==> config.mk <==
export PLATFORM = sky130hd
export DESIGN_NAME = shared_mul_scheduler
export DESIGN_NICKNAME = d
export VERILOG_FILES = /design/src/rtl/shared_mul_scheduler.sv
export SDC_FILE = /design/constraint.sdc
export NUM_CORES = 1
export LEC_CHECK = 0
export ABC_AREA = 1
export BUFFER_PORTS_ARGS = -buffer_cell sky130_fd_sc_hd__buf_2
export CAP_MARGIN = 30
export CELL_PAD_IN_SITES_DETAIL_PLACEMENT = 1
export CELL_PAD_IN_SITES_GLOBAL_PLACEMENT = 2
export CORE_ASPECT_RATIO = 1.4
export CORE_MARGIN = 2
export CORE_UTILIZATION = 33
export DETAILED_ROUTE_END_ITERATION = 8
export PLACE_DENSITY_LB_ADDON = 0.1
export SLEW_MARGIN = 10
export SYNTH_ARGS = -nofsm -noshare
export SYNTH_HDL_FRONTEND = slang
export SYNTH_SLANG_ARGS = --single-unit
export TNS_END_PERCENT = 1
==> constraint.sdc <==
create_clock -name clk -period 5 [get_ports clk]
set_clock_uncertainty 0.1 [all_clocks]
set_input_delay 1 -clock clk [delete_from_list [all_inputs] [get_ports clk]]
set_output_delay 1 -clock clk [all_outputs]
set_load 0.01 [all_outputs]
==> src/rtl/shared_mul_scheduler.sv <==
// Round-robin arbiter in front of one shared shift-and-add multiplier (IDLE/GRANT/RUN/DONE).
// Optional macro SHARED_MUL_EARLY_TERM_EN ends RUN once the multiplier register runs out of set bits.
module shared_mul_scheduler #(
  parameter int N = 8,
  parameter int R = 4,
  localparam int IDW = $clog2(R)
) (
  input  logic             clk,
  input  logic             reset,
  input  logic [R-1:0]     req,
  input  logic [R*N-1:0]   a_in,
  input  logic [R*N-1:0]   b_in,
  output logic [R-1:0]     gnt,
  output logic             busy,
  output logic             done,
  output logic [IDW-1:0]   done_id,
  output logic [2*N-1:0]   product,
  output logic [1:0]       state_dbg
);

  // Handshake: req[i] is a level held until gnt[i] is seen; gnt is a one-cycle
  // registered pulse during GRANT; done/done_id/product are registered off the
  // DONE state, so the done pulse lands on the cycle after DONE.

  localparam int CW = (N > 1) ? $clog2(N) : 1;
  localparam logic [CW-1:0]  CNT_ONE  = 1;
  localparam logic [CW-1:0]  CNT_LAST = CW'(N - 1);
  localparam logic [IDW-1:0] PTR_ONE  = 1;

  typedef enum logic [1:0] {IDLE = 2'd0, GRANT = 2'd1, RUN = 2'd2, DONE = 2'd3} state_t;

  state_t           state_q, state_d;
  logic [R-1:0]     gnt_q, gnt_d;
  logic [IDW-1:0]   winner_q, winner_d;
  logic [IDW-1:0]   ptr_q, ptr_d;
  logic [N-1:0]     mreg_q, mreg_d;
  logic [2*N-1:0]   mcand_q, mcand_d;
  logic [2*N-1:0]   acc_q, acc_d;
  logic [CW-1:0]    cnt_q, cnt_d;
  logic             done_q, done_d;
  logic [IDW-1:0]   done_id_q, done_id_d;
  logic [2*N-1:0]   product_q, product_d;

  logic [N-1:0]     a_lane [R];
  logic [N-1:0]     b_lane [R];
  logic             win_found;
  logic [IDW-1:0]   win_idx;
  logic             run_last;

  always_comb begin
    for (int i = 0; i < R; i++) begin
      a_lane[i] = a_in[i*N +: N];
      b_lane[i] = b_in[i*N +: N];
    end
  end

  // First set request at or above ptr, wrapping; R is a power of two so the
  // IDW-bit add wraps modulo R for free.
  always_comb begin
    logic [IDW-1:0] cand;
    win_found = 1'b0;
    win_idx   = '0;
    cand      = '0;
    for (int i = 0; i < R; i++) begin
      cand = ptr_q + IDW'(i);
      if (!win_found && req[cand]) begin
        win_found = 1'b1;
        win_idx   = cand;
      end
    end
  end

  always_comb begin
    run_last = (cnt_q == CNT_LAST);
`ifdef SHARED_MUL_EARLY_TERM_EN
    run_last = run_last || ((mreg_q >> 1) == '0);
`endif
  end

  always_ff @(posedge clk or posedge reset) begin
    if (reset) begin
      state_q   <= IDLE;
      gnt_q     <= '0;
      winner_q  <= '0;
      ptr_q     <= '0;
      mreg_q    <= '0;
      mcand_q   <= '0;
      acc_q     <= '0;
      cnt_q     <= '0;
      done_q    <= 1'b0;
      done_id_q <= '0;
      product_q <= '0;
    end else begin
      state_q   <= state_d;
      gnt_q     <= gnt_d;
      winner_q  <= winner_d;
      ptr_q     <= ptr_d;
      mreg_q    <= mreg_d;
      mcand_q   <= mcand_d;
      acc_q     <= acc_d;
      cnt_q     <= cnt_d;
      done_q    <= done_d;
      done_id_q <= done_id_d;
      product_q <= product_d;
    end
  end

  always_comb begin
    state_d = state_q;
    case (state_q)
      IDLE:    if (win_found) state_d = GRANT;
      GRANT:   state_d = RUN;
      RUN:     if (run_last) state_d = DONE;
      DONE:    state_d = IDLE;
      default: state_d = IDLE;
    endcase
  end

  always_comb begin
    gnt_d     = '0;
    winner_d  = winner_q;
    ptr_d     = ptr_q;
    mreg_d    = mreg_q;
    mcand_d   = mcand_q;
    acc_d     = acc_q;
    cnt_d     = cnt_q;
    done_d    = 1'b0;
    done_id_d = done_id_q;
    product_d = product_q;
    case (state_q)
      IDLE: begin
        if (win_found) begin
          gnt_d[win_idx] = 1'b1;
          winner_d       = win_idx;
          ptr_d          = win_idx + PTR_ONE;
        end
      end
      GRANT: begin
        mreg_d  = a_lane[winner_q];
        mcand_d = {{N{1'b0}}, b_lane[winner_q]};
        acc_d   = '0;
        cnt_d   = '0;
      end
      RUN: begin
        if (mreg_q[0]) acc_d = acc_q + mcand_q;
        mcand_d = mcand_q << 1;
        mreg_d  = mreg_q >> 1;
        cnt_d   = cnt_q + CNT_ONE;
      end
      DONE: begin
        done_d    = 1'b1;
        done_id_d = winner_q;
        product_d = acc_q;
      end
      default: ;
    endcase
  end

  always_comb begin
    busy      = (state_q != IDLE);
    state_dbg = state_q;
  end

  assign gnt     = gnt_q;
  assign done    = done_q;
  assign done_id = done_id_q;
  assign product = product_q;

endmodule

==> reports/metrics.csv, run 1 <==
metric,value,unit
ANT nets after route,0,
CTS tree,yes,
routability cong.,0.805,
routed via count,4173,
most frequent cell after synthesis,nand2_1,
Bufs and invs on worst path,3,
power share of the sequential group,27.8,%
final instance area,5300,um^2
Lkg Pwr,2.82,nW
crit start category,flip-flop,
top cell type's share of synthesized area,41.4,%
# setup viols final,0,
Die X,101,um
synth cell count leaders,"nand2_1, dfrtp_1, inv_1",
H-tree depth,3,
CP top delay family,flip-flops,
Yosys cell types,32,
vias in the first global route,4590,
share of layout cells above drive strength 1,20.6,%
met3 Use GR,3.74,%
Layout Nets,757,
die height,140,um
DR DRC count,0,
clk buf depth,2,
Hold Path Class,flip-flop to flip-flop,
synthesized area,4350,um^2
PostCTS Resize Cnt,0,
Global Route met2 Usage,36.0,%
largest net degree at the start of global routing,44,
clk slew on worst S/H paths,0.05,ns
ant diodes,0,
crit path DAT,1.38,ns
Int Power,1.83,mW
Yosys top cell by area,dfrtp_1,
Yosys warnings,0,
Crit path largest cell delay,0.42,ns
Crit path top cell by count,inv_1,
vias per std cell,5.10,
crit end category,primary output,
worst-path maximum fanout,5,
starting density of the core,33.8,%
Detailed Route Iter0 Violations,90,
dpl hpwl,9.87,mm
antenna violations before repair,0,
GRT Total Usage,19.6,%
RSZ-0062 raised after global routing,no,
first-pass GRT wire length,21.9,mm
root buf cell,clkbuf_16,
io pins,96,
Placed Instance Area,4970,um^2
max_slew headroom,39.4,%
WL final,12.9,mm
core area,12900,um^2
pwr/cell area,638,nW/um^2
final core utilization,41.2,%
Layout area overhead,21.7,%
Crit Path Class,flip-flop to primary output,
Clock power frac,21.2,%
FP Rows,49,
final period utilization,49.6,%
status,"finished, final reports clean",
drt first pass iters,4,
min Tclk post-route,2.48,ns
Post-Syn Nets,669,
max_cap viols,0,
Synth Flop Type,dfrtp_1,
logic gate share of total power,51.0,%
Setup Total Neg Slack,0,ns
Post-synth ARST share,100,%
clk sinks,72,
port bufs,95,
final hold vios,0,
"top cells by area, synth","dfrtp_1, nand2_1, ha_1",
post-synthesis cell count,573,
"Slew Viols, Final",0,
Switch Pwr,1.55,mW
slew of the pin with the lowest slew margin,0.908,ns
number of synthesized flops with an enable pin,0,
Num CTS Buffers,9,
Die Area,14100,um^2
CP Cell Sequence,inv_1 > ha_1 > inv_1 > buf_2,
post-CTS setup buffer count,0,
CTS Hold Bufs,0,
WL/cell,15.7,um
WP data required,3.90,ns
Fmax,403,MHz
Syn Area/Cell,7.60,um^2
met1 Resource Use GR,22.5,%
Slowest cell on crit path,dfrtp_1,
clock latency on the worst-skew pair,0.34,ns
sequential area share after synthesis,41.4,%
Sw Share,45.9,%
GR Overflow Total,0,
GRT Max-Usage Layer,met2,
synthesis-stage register bit count,72,
VDD IR max,0.000229,V
==> layout make-up <==
type / count / area [um^2]
clock inverters: 4 / 76.3
multi-input cells: 412 / 2210
flip-flops and latches: 72 / 1800
clock buffers: 12 / 256
repair buffers: 99 / 513
inverters: 67 / 251
well taps: 153 / 191
fillers: 1623 / 7570
==> layer usage <==
layer / wire length [um] / vias to the layer above
met4: 210 / 0
met3: 316 / 15
met1: 5350 / 2000
met5: 0 / -
met2: 7000 / 62
li1: - / 2096
==> cell usage in the layout, fill, tap and decap left out, drive strengths merged, types with 3 or more instances in the layout <==
| cell | n |
|---|---|
| nor2 | 62 |
| o22ai | 26 |
| ha | 25 |
| nand3b | 3 |
| nand4 | 3 |
| dfrtp | 72 |
| inv | 67 |
| a21oi | 29 |
| buf | 99 |
| nand3 | 62 |
| o221ai | 7 |
| nand2 | 122 |
| mux2 | 8 |
| o21ai | 56 |
| clkbuf | 12 |
==> logic make-up after synthesis <==
| kind of cell | synth area share [%] |
|---|---|
| AO/OA/AOI/OAI | 15.5 |
| flip-flops | 41.4 |
| multiplexers | 2.07 |
| adder cells (fa/ha/maj) | 7.64 |
| AND/OR/NAND/NOR | 25.3 |
| XOR/XNOR | 0.201 |
| buffers and inverters | 7.87 |
==> path summary, 6_finish.rpt <==
path                              start           to  slack [ns]  cells after the start
max                        state_dbg[1]         busy        2.52                      4
min                         product[10]  product[10]        0.40                      1
max in group asynchronous         reset   mcand_q[4]        3.18                      3
min in group asynchronous         reset  product[13]        0.64                      2
min reg2reg                 product[10]  product[10]        0.40                      1
max reg2reg                state_dbg[0]     acc_q[4]        2.58                      7
==> state kept, by name (all words and copies together) (netlist names) <==
name       flops
product       16
done           1
ptr_q          2
done_id        2
acc_q         16
mcand_q       16
mreg_q         8
cnt_q          3
winner_q       2
gnt            4
state_dbg      2
==> power groups by stage <==
stage / logic (mW) / registers [mW] / clock network, mW
2_1_floorplan: 1.25 / 0.931 / 0
3_3_place_gp: 1.70 / 0.943 / 0
3_5_place_dp: 1.76 / 0.952 / 0
4_1_cts: 1.77 / 0.947 / 0.735
5_1_grt: 2.00 / 0.973 / 0.759
6_report: 1.73 / 0.942 / 0.716
==> per-stage QoR <==
stage | worst slack (ns) | power, mW | hold slack [ns] | std cells
2_1_floorplan | 2.08 | 2.18 | 0.353 | 573
5_1_grt | 2.26 | 3.73 | 0.418 | 819
3_5_place_dp | 2.40 | 2.71 | 0.390 | 803
4_1_cts | 2.45 | 3.45 | 0.403 | 819
6_report | 2.52 | 3.38 | 0.399 | 819
3_3_place_gp | 2.45 | 2.64 | 0.368 | 802
(Power assumes the default switching activity.)
==> run 2, diff against run 1 <==
--- a/config.mk
+++ b/config.mk
@@ -12,7 +12,7 @@
 export CELL_PAD_IN_SITES_GLOBAL_PLACEMENT = 2
 export CORE_ASPECT_RATIO = 1.4
 export CORE_MARGIN = 2
-export CORE_UTILIZATION = 33
+export CORE_UTILIZATION = 31
 export DETAILED_ROUTE_END_ITERATION = 8
 export PLACE_DENSITY_LB_ADDON = 0.1
 export SLEW_MARGIN = 10
==> constraint.sdc (replaced) <==
create_clock -name clk -period 2.3 [get_ports clk]
set_clock_uncertainty 0.1 [all_clocks]
set_input_delay 0.46 -clock clk [delete_from_list [all_inputs] [get_ports clk]]
set_output_delay 0.46 -clock clk [all_outputs]
set_load 0.01 [all_outputs]
==> reports/metrics.csv, run 2 (same netlist as run 1, synthesis figures left out) <==
metric,value,unit
Final Hold Slack,0.0623,ns
crit path DAT,2.20,ns
die height,144,um
CTS tree,yes,
max_slew headroom,63.8,%
"Slew Viols, Final",0,
Fmax,479,MHz
most frequent cells in the layout,"nand2_1, buf_2, dfrtp_1",
port bufs,95,
# setup viols final,0,
Hold Path Class,primary input to async pin,
FP Rows,51,
r2r worst-path depth,11,
slew of the pin with the lowest slew margin,0.543,ns
share of layout cells above drive strength 1,21.8,%
DR DRC count,0,
ANT nets after route,0,
Die Area,15000,um^2
CP startpoint,ptr_q[0],
r2r startpoint,ptr_q[0],
Die X,104,um
routed via count,4258,
io pins,96,
crit end category,flip-flop,
power share of the sequential group,27.2,%
crit start category,flip-flop,
clk buf depth,2,
antenna violations before repair,0,
CP endpoint,ptr_q[1],
Layout area overhead,24.3,%
Num CTS Buffers,9,
RSZ-0062 raised after global routing,no,
Int Power,3.98,mW
Switch Pwr,3.39,mW
max_cap viols,0,
WL final,13.2,mm
drt first pass iters,4,
Sw Share,46.0,%
Clock power frac,18.5,%
vias in the first global route,4662,
H-tree depth,3,
clock latency on the worst-skew pair,0.33,ns
core area,13800,um^2
logic gate share of total power,54.3,%
clk slew on worst S/H paths,0.05,ns
final hold vios,0,
r2r setup slk,0.21,ns
WL/cell,15.2,um
reg2reg end,ptr_q[1],
min Tclk post-route,2.09,ns
VDD IR max,0.000405,V
largest net degree at the start of global routing,34,
GRT Total Usage,18.4,%
status,"finished, final reports clean",
worst-path maximum fanout,6,
Layout Nets,769,
Crit Path Class,flip-flop to flip-flop,
Detailed Route Iter0 Violations,99,
pwr/cell area,1360,nW/um^2
vias per std cell,4.93,
Setup Total Neg Slack,0,ns
ant diodes,0,
final period utilization,90.7,%
first-pass GRT wire length,22.1,mm
dpl hpwl,10.2,mm
clk sinks,72,
WP data required,2.42,ns
root buf cell,clkbuf_16,
starting density of the core,31.4,%
GR Overflow Total,0,
"commonest non-fill, non-tap cell in the layout",nand2_1,
routability cong.,0.830,
Lkg Pwr,2.86,nW
==> run 2: how the worst min path moves through the flow <==
| stage | endpoint | slack, ns | startpoint | cells after the start |
|---|---|---|---|---|
| 6_report | mreg_q[7] | 0.06 | reset | 2 |
| 3_5_place_dp | cnt_q[1] | 0.38 | cnt_q[1] | 2 |
| 4_1_cts | mreg_q[3] | 0.08 | reset | 2 |
| 2_1_floorplan | cnt_q[1] | 0.35 | cnt_q[1] | 2 |
| 5_1_grt | mreg_q[7] | 0.10 | reset | 2 |
| 3_3_place_gp | cnt_q[1] | 0.37 | cnt_q[1] | 2 |
==> run 2: metal layers <==
| layer | vias up | routed length [um] | global-route usage, % |
|---|---|---|---|
| li1 | 2113 | - | - |
| met1 | 2048 | 5450 | 20.6 |
| met2 | 78 | 7000 | 35.7 |
| met3 | 19 | 419 | 3.02 |
| met4 | 0 | 282 | 5.90 |
| met5 | - | 0 | 0 |
==> run 2: worst max-delay path: stages, from the launching register on <==
cell and delay, ns:
dfrtp_2 0.41, clkbuf_2 0.17, nand2_1 0.09, nand3_1 0.12
nand2_1 0.13, nor2_4 0.18, nand4_1 0.12, nand2_1 0.14
inv_1 0.09, ha_1 0.30, nand2_1 0.07, o21ai_1 0.06
==> run 2: layout make-up <==
cell class,instances,area [um^2]
fill,1748,8430
multi-input combinational,412,2210
sequential,72,1800
timing repair buffer,111,631
inverter,67,255
clock buffer,13,240
tap,185,231
clock inverter,3,42.5
==> run 2: repair_timing <==
action	4_1_cts	5_1_grt
resized for setup	0	2
setup buffers	0	3
endpoints found under the setup margin	0	5
hold buffers	0	0
==> run 2: power by group through the flow <==
stage / clock network, mW / registers [mW] / logic (mW)
after CTS: 1.40 / 2.02 / 4.05
final: 1.37 / 2.00 / 4.00
after global routing: 1.44 / 2.07 / 4.63
after global placement: 0 / 2.02 / 3.90
after detailed placement: 0 / 2.04 / 4.03
after floorplan: 0 / 2.02 / 2.72
==> run 2: per-stage QoR <==
stage | worst slack (ns) | instances | utilization (%) | power (mW) | cell area (um^2)
after global routing | 0.00876 | 863 | 39.1 | 8.14 | 5410
final | 0.214 | 863 | 39.1 | 7.37 | 5410
after CTS | 0.0488 | 860 | 38.9 | 7.47 | 5390
after global placement | 0.211 | 844 | 36.9 | 5.92 | 5110
after detailed placement | 0.0583 | 844 | 36.9 | 6.07 | 5110
after floorplan | 0.497 | 573 | - | 4.74 | 4360
